$ cat src/rtl/filter_pkg.sv
// Shared geometry for the 5x5 window stage and the convolution stage behind it.
//   KSIZE        : window edge length
//   NBUF         : number of stored previous lines
//   elem_offset  : bit offset of element (r,c) inside a flattened window
package filter_pkg;

  localparam int unsigned KSIZE = 5;
  localparam int unsigned NBUF  = KSIZE - 1;

  // Bit offset of window element (r,c); r=0 is the top row, c=0 the left column.
  function automatic int elem_offset(input int r, input int c, input int dw);
    return (int'(KSIZE) * r + c) * dw;
  endfunction

endpackage

$ cat src/rtl/filter_window_5x5_if.sv
// Pixel-stream in / window out bundle of the 5x5 window generator.
//   i_valid, i_sof, i_data : raster pixel stream from the producer
//   o_valid, o_win, o_last : registered window toward the convolution stage
//   master : producer/consumer side (testbench or upstream logic)
//   slave  : the window generator itself
interface filter_window_5x5_if #(
  parameter int unsigned DATA_WIDTH = 8
);
  import filter_pkg::*;

  logic                                  i_valid;
  logic                                  i_sof;
  logic [DATA_WIDTH-1:0]                 i_data;
  logic                                  o_valid;
  logic [KSIZE*KSIZE*DATA_WIDTH-1:0]     o_win;
  logic                                  o_last;

  modport master (
    output i_valid, i_sof, i_data,
    input  o_valid, o_win, o_last
  );

  modport slave (
    input  i_valid, i_sof, i_data,
    output o_valid, o_win, o_last
  );

endinterface

$ cat src/rtl/filter_line_buffer.sv
// One image line of storage, indexed by column.
//   clk     : clock
//   we      : write enable (accepted pixel)
//   addr    : column address, shared by read and write
//   wdata   : value stored at addr on the rising edge
//   rdata_c : combinational read of addr; returns the value before this cycle's write
// Contents are intentionally not reset.
module filter_line_buffer #(
  parameter  int unsigned DATA_WIDTH = 8,
  parameter  int unsigned DEPTH      = 64,
  localparam int unsigned AW         = $clog2(DEPTH)
) (
  input  logic                  clk,
  input  logic                  we,
  input  logic [AW-1:0]         addr,
  input  logic [DATA_WIDTH-1:0] wdata,
  output logic [DATA_WIDTH-1:0] rdata_c
);

  logic [DATA_WIDTH-1:0] mem [DEPTH];

  assign rdata_c = mem[addr];

  always_ff @(posedge clk) begin
    if (we) mem[addr] <= wdata;
  end

endmodule

$ cat src/rtl/filter_window_5x5.sv
// Raster-stream to 5x5 neighbourhood window generator.
//   clk  : clock, all logic on rising edge
//   rst  : synchronous active-high reset
//   bus  : slave side of filter_window_5x5_if
//          in : i_valid, i_sof, i_data
//          out: o_valid (one pulse per interior window, latency 1),
//               o_win (element (r,c) at elem_offset(r,c)), o_last (final window of frame)
// Only fully-interior windows are flagged; there is no border padding.
module filter_window_5x5
  import filter_pkg::*;
#(
  parameter int unsigned DATA_WIDTH = 8,
  parameter int unsigned IMG_WIDTH  = 64,
  parameter int unsigned IMG_HEIGHT = 64
) (
  input  logic              clk,
  input  logic              rst,
  filter_window_5x5_if.slave bus
);

  localparam int unsigned CW = $clog2(IMG_WIDTH);
  localparam int unsigned RW = $clog2(IMG_HEIGHT);

  logic [CW-1:0]         col, pos_col, col_nxt;
  logic [RW-1:0]         row, pos_row, row_nxt;
  logic                  accept;
  logic                  win_done;
  logic                  frame_end;
  logic [DATA_WIDTH-1:0] rd     [NBUF];
  logic [DATA_WIDTH-1:0] colvec [KSIZE];
  logic [DATA_WIDTH-1:0] win    [KSIZE][KSIZE];

  // Position of the pixel being accepted; a start-of-frame overrides the counters.
  always_comb begin
    accept   = bus.i_valid;
    pos_col  = bus.i_sof ? '0 : col;
    pos_row  = bus.i_sof ? '0 : row;
    col_nxt  = pos_col;
    row_nxt  = pos_row;
    if (pos_col == CW'(IMG_WIDTH - 1)) begin
      col_nxt = '0;
      row_nxt = (pos_row == RW'(IMG_HEIGHT - 1)) ? '0 : pos_row + RW'(1);
    end else begin
      col_nxt = pos_col + CW'(1);
    end
    // Window is complete only once four earlier rows and columns of this frame/line exist.
    win_done  = (pos_row >= RW'(KSIZE - 1)) && (pos_col >= CW'(KSIZE - 1));
    frame_end = win_done && (pos_row == RW'(IMG_HEIGHT - 1)) &&
                (pos_col == CW'(IMG_WIDTH - 1));
  end

  // Line buffers form a vertical shift chain: line k+1 takes what line k held at this column.
  for (genvar k = 0; k < int'(NBUF); k++) begin : g_line
    logic [DATA_WIDTH-1:0] wdata;
    if (k == 0) begin : g_head
      assign wdata = bus.i_data;
    end else begin : g_tail
      assign wdata = rd[k-1];
    end
    filter_line_buffer #(
      .DATA_WIDTH (DATA_WIDTH),
      .DEPTH      (IMG_WIDTH)
    ) u_line (
      .clk     (clk),
      .we      (accept),
      .addr    (pos_col),
      .wdata   (wdata),
      .rdata_c (rd[k])
    );
  end

  // Current column, top (oldest line) to bottom (incoming pixel).
  always_comb begin
    for (int r = 0; r < int'(NBUF); r++) colvec[r] = rd[int'(NBUF) - 1 - r];
    colvec[KSIZE-1] = bus.i_data;
  end

  // Window shift registers and output strobes.
  always_ff @(posedge clk) begin
    if (rst) begin
      col         <= '0;
      row         <= '0;
      bus.o_valid <= 1'b0;
      bus.o_last  <= 1'b0;
      for (int r = 0; r < int'(KSIZE); r++)
        for (int c = 0; c < int'(KSIZE); c++)
          win[r][c] <= '0;
    end else begin
      bus.o_valid <= accept && win_done;
      bus.o_last  <= accept && frame_end;
      if (accept) begin
        col <= col_nxt;
        row <= row_nxt;
        for (int r = 0; r < int'(KSIZE); r++) begin
          for (int c = 0; c < int'(KSIZE) - 1; c++)
            win[r][c] <= win[r][c+1];
          win[r][KSIZE-1] <= colvec[r];
        end
      end
    end
  end

  // Flatten the window registers onto the output bus.
  for (genvar r = 0; r < int'(KSIZE); r++) begin : g_out_r
    for (genvar c = 0; c < int'(KSIZE); c++) begin : g_out_c
      assign bus.o_win[elem_offset(r, c, int'(DATA_WIDTH)) +: DATA_WIDTH] = win[r][c];
    end
  end

endmodule

$ cat src/flat_wrapper.sv
// flat-port wrapper written by rule: the top's interface ports become plain ports
module filter_window_5x5_flat import filter_pkg::*;
#(
  parameter int unsigned DATA_WIDTH = 8,
  parameter int unsigned IMG_WIDTH  = 64,
  parameter int unsigned IMG_HEIGHT = 64
)
  (clk, rst, bus_i_valid, bus_i_sof, bus_i_data, bus_o_valid, bus_o_win, bus_o_last);
  filter_window_5x5_if #(.DATA_WIDTH(DATA_WIDTH)) bus_i ();
  input  logic clk;
  input  logic rst;
  input wire logic [$bits(bus_i.i_valid)-1:0] bus_i_valid;
  input wire logic [$bits(bus_i.i_sof)-1:0] bus_i_sof;
  input wire logic [$bits(bus_i.i_data)-1:0] bus_i_data;
  output wire logic [$bits(bus_i.o_valid)-1:0] bus_o_valid;
  output wire logic [$bits(bus_i.o_win)-1:0] bus_o_win;
  output wire logic [$bits(bus_i.o_last)-1:0] bus_o_last;
  assign bus_i.i_valid = bus_i_valid;
  assign bus_i.i_sof = bus_i_sof;
  assign bus_i.i_data = bus_i_data;
  assign bus_o_valid = bus_i.o_valid;
  assign bus_o_win = bus_i.o_win;
  assign bus_o_last = bus_i.o_last;
  filter_window_5x5 #(.DATA_WIDTH(DATA_WIDTH), .IMG_WIDTH(IMG_WIDTH), .IMG_HEIGHT(IMG_HEIGHT)) u_core (.clk(clk), .rst(rst), .bus(bus_i));
endmodule
$ cat config.mk
export PLATFORM = sky130hd
export DESIGN_NAME = filter_window_5x5_flat
export DESIGN_NICKNAME = d
export VERILOG_FILES = /design/src/rtl/filter_pkg.sv /design/src/rtl/filter_window_5x5_if.sv /design/src/rtl/filter_line_buffer.sv /design/src/rtl/filter_window_5x5.sv /design/src/flat_wrapper.sv
export SDC_FILE = /design/constraint.sdc
export NUM_CORES = 2
export LEC_CHECK = 0
export ABC_CLOCK_PERIOD_IN_PS = 11050
export CAP_MARGIN = 10
export CORE_UTILIZATION = 45
export CTS_CLUSTER_SIZE = 16
export DETAILED_ROUTE_END_ITERATION = 6
export GPL_TIMING_DRIVEN = 0
export MAX_ROUTING_LAYER = met4
export REMOVE_ABC_BUFFERS = 1
export SYNTH_ARGS = -nofsm -noshare
export SYNTH_HDL_FRONTEND = slang
export SYNTH_HIERARCHICAL = 1
export SYNTH_SLANG_ARGS = --single-unit
$ cat constraint.sdc
create_clock -name clk -period 11.05 [get_ports clk]
set_clock_uncertainty 0.1 [all_clocks]
set_input_delay 2.21 -clock clk [delete_from_list [all_inputs] [get_ports clk]]
set_output_delay 2.21 -clock clk [all_outputs]
set_load 0.02 [all_outputs]
==> results_dict.tcl <==
set metrics [dict create \
    status "complete, no violations" \
    synthArstFlopShare_pct 0 \
    dpl.hpwl_um 139000 \
    p_leak_nw 32.0 \
    grt_usage_pct 23.1 \
    routedWlPerCell_um 27.5 \
    critical_path.cell_chain "clkdlybuf4s50_1 > nor2b_4 > buf_12 > buf_16 > buf_12 > buf_16 > buf_12 > buf_12 > nor2b_1 > a22oi_1 > and3_1 > o311ai_0 > or4_2 > buf_12" \
    total_power_mw 18.0 \
    dr.pass1.iters 6 \
    grt_max_degree 130 \
    grt_first_pass_wirelength_um 331000 \
    coreArea_sq_um 197000 \
    grtUsageMet3_pct 3.40 \
    setup_ws_ns 2.78 \
    clk_latency_ns 0.89 \
    io_pins 214 \
    worstMarginPinSlew_ns 1.33 \
    synth_area_leader_cell "edfxtp_1" \
    synth.avg_cell_area_sq_um 17.2 \
    die_w_um 448 \
    port_buffers 213 \
    antenna_found_initial 3 \
    finalSetupTns_ns 0 \
    synth_cell_types 67 \
    rsz0062_at_grt "no" \
    layout-drive-gt1-share_pct 12.7 \
    cts-root-buf "clkbuf_16" \
    cts_tree "built" \
    syn_area_sq_um 89400 \
    yosysSeqAreaShare_pct 75.8 \
    path_clk_slew_ns 0.06 \
    ys_warn_count 6 \
    ys_seq_elements 2262 \
    placed_cell_area_sq_um 95300 \
    p_int_mw 14.1 \
    place_inst 7790 \
    synthTopCellsByArea "edfxtp_1 (76%), mux4_2 (4.1%), mux2i_1 (2.8%)" \
    max_cap_viol_count 0 \
    critical-path-slowest-cell "nor2b_1" \
    finish.instance_area_sq_um 103000 \
    postLayoutCoreUtil_pct 52.0 \
    seqPwrFrac_pct 53.5 \
    grt_overflow 0 \
    slew_headroom_pct 11.0 \
    power_density_nw_per_um2 175 \
    r2r_setup_slack_ns 4.65 \
    period_share_pct 74.8 \
    setup_viol 0 \
    vias 49200 \
    worstSetupStartpointType "primary input" \
    layout.nets 5398 \
    crit_type "in -> reg" \
    hp-class "reg -> reg" \
    synth_edf_count 2248 \
    power.switching_mw 3.89 \
    cts_made_buffers 228 \
    whs_ns 0.377 \
    gp_congestion 0.829 \
    clock_path_buffers 3 \
    ys.flop_type "edfxtp_1" \
    areaGrowthSynthToFinish_pct 14.8 \
    cts.sinks 2262 \
    wl_um 226000 \
    switching_share_pct 21.6 \
    drtIter0Drc 5317 \
    critPathMaxFanout 47 \
    cts_resized 0 \
    dp_slack_ns 1.92 \
    syn_inst 5183 \
    pwr-share-clk_pct 41.8 \
    dieArea_sq_um 200000 \
    worst_setup_path_end_kind "register" \
    p_comb_share_pct 4.7 \
    slowest_delay_ns 1.06 \
    use_met1_pct 31.4 \
    post-cts-setup-buffers 0 \
    layout_min_cycle_time_ns 8.27 \
    htree_num_levels 4 \
    hold_viol_final 0 \
    ant_nets 0 \
    rows 163 \
    viasPerCell 5.98 \
    cp_data_required_time_ns 11.63 \
    slew_viol_final 0 \
    grt_pass1_vias 48200 \
    irDropWorstVdd_uv 185 \
    crit_top_cell "buf_12" \
    drc_errors 0 \
    synth_top_area_share_pct 75.5 \
    use_met2_pct 36.0 \
    cp.arrival_ns 8.84 \
    top_usage_layer "met2" \
    hold_buffers 0 \
    die_h_um 448 \
    fin_cells 8220 \
    start_util_pct 45.3 \
    clock.fmax_mhz 121 \
]
## layout by cell type (no fill, tap or decap), types with 40 or more instances in the layout
master           Yosys  final
clkinv_1             0     61
edfxtp_1          2248   2248
buf_12               0     47
clkbuf_1           166     47
nand2_1            191    191
a21oi_1            119    119
a22o_1              40     40
o22ai_1             89     89
and2_1             237    237
nand3b_1            50     50
a221o_1             44     44
mux2i_1            253    253
a221oi_1            84     84
mux4_2             164    164
clkbuf_16            0    228
o22a_1              44     44
clkinv_2             0     45
o21ai_0             42     42
a31oi_1             62     62
nor2_1             337    328
a22oi_1            161    161
nand2b_1            97     97
clkdlybuf4s50_1      0    204
## power groups by stage
| stage | Sequential, mW | Clock (mW) | Combinational (mW) |
|---|---|---|---|
| 6_report | 9.62 | 7.53 | 0.841 |
| 2_1_floorplan | 9.88 | 0 | 0.337 |
| 5_1_grt | 9.63 | 7.99 | 0.888 |
| 3_3_place_gp | 9.86 | 0 | 0.809 |
| 4_1_cts | 9.62 | 7.67 | 0.847 |
| 3_5_place_dp | 9.81 | 0 | 0.845 |
## critical path: cells and delay by family
family / cells / cell delay, ns
AOI/OAI and AO/OA: 2 / 1.08
buffers and inverters: 8 / 2.46
and+or+nand+nor: 4 / 2.89
## worst paths after layout
| path | endpoint | cells after the start | startpoint |
|---|---|---|---|
| worst max register to register | u_core/g_line[3].u_line/mem[54][3] | 13 | u_core/col[2] |
| worst max-delay path | u_core/g_line[3].u_line/mem[54][3] | 14 | bus_i_sof |
| worst min register to register | u_core/col[0] | 2 | u_core/col[0] |
| worst min-delay path | u_core/col[0] | 2 | u_core/col[0] |
## synth_stat cells (13+ instances only)
library cell  instances
a221o_1              44
dfxtp_1              14
mux2i_1             253
o31ai_1              20
a221oi_1             84
or3b_2               20
a31oi_1              62
mux4_2              164
o2bb2ai_1            28
edfxtp_1           2248
a211oi_1             24
and3_1               36
nor4_1               15
and4_1               25
a22o_1               40
clkbuf_1            166
mux2_1               28
nor2_1              337
a32oi_1              29
nor2b_1              35
nand4_1              13
buf_4                18
nand3b_1             50
buf_1                24
a22oi_1             161
o21ai_0              42
o221ai_1             36
a21o_1               16
and2_1              237
a211o_1              13
o22a_1               44
a21oi_1             119
nand3_1              36
nand2_1             191
buf_6                21
mux2_2               21
buf_2               123
o22ai_1              89
nand2b_1             97
inv_1                21
## area by class of cell
class	instances	area (sq um)
fillers	15800	94600
flip-flops and latches	2262	67800
multi-input cells	2547	19900
clock buffers	277	5910
repair buffers	321	4190
well taps	2640	3300
clock inverters	147	1370
inverters	22	105
diodes	4	10.0
## kinds of logic (layout without fill, tap and decap cells)
group	after synthesis	count (layout)	share of synthesized area, %
DFF	2262	2262	75.8
and+or+nand+nor	1164	1164	6.95
AOI/OAI and AO/OA	913	913	7.57
muxes	466	466	7.58
buffers and inverters	374	767	1.99
adders and majority gates	4	4	0.0560
other	0	4	0
## sequential cells by signal, indices dropped and copies added, names as in the netlist
| name | flops |
|---|---|
| u_core/g_line.u_line/mem | 2048 |
| u_core/col | 6 |
| u_core/win | 200 |
| u_core/bus.o_valid | 1 |
| u_core/bus.o_last | 1 |
| u_core/row | 6 |
## per-layer routing
metal | routed length, um | up-vias | part of all wire [%]
met5 | 0 | - | 0
met3 | 16000 | 380 | 7.1
met4 | 6700 | 0 | 3.0
met1 | 95000 | 25500 | 42
met2 | 109000 | 2034 | 48
li1 | - | 21200 | -
(Power assumes the default switching activity.)
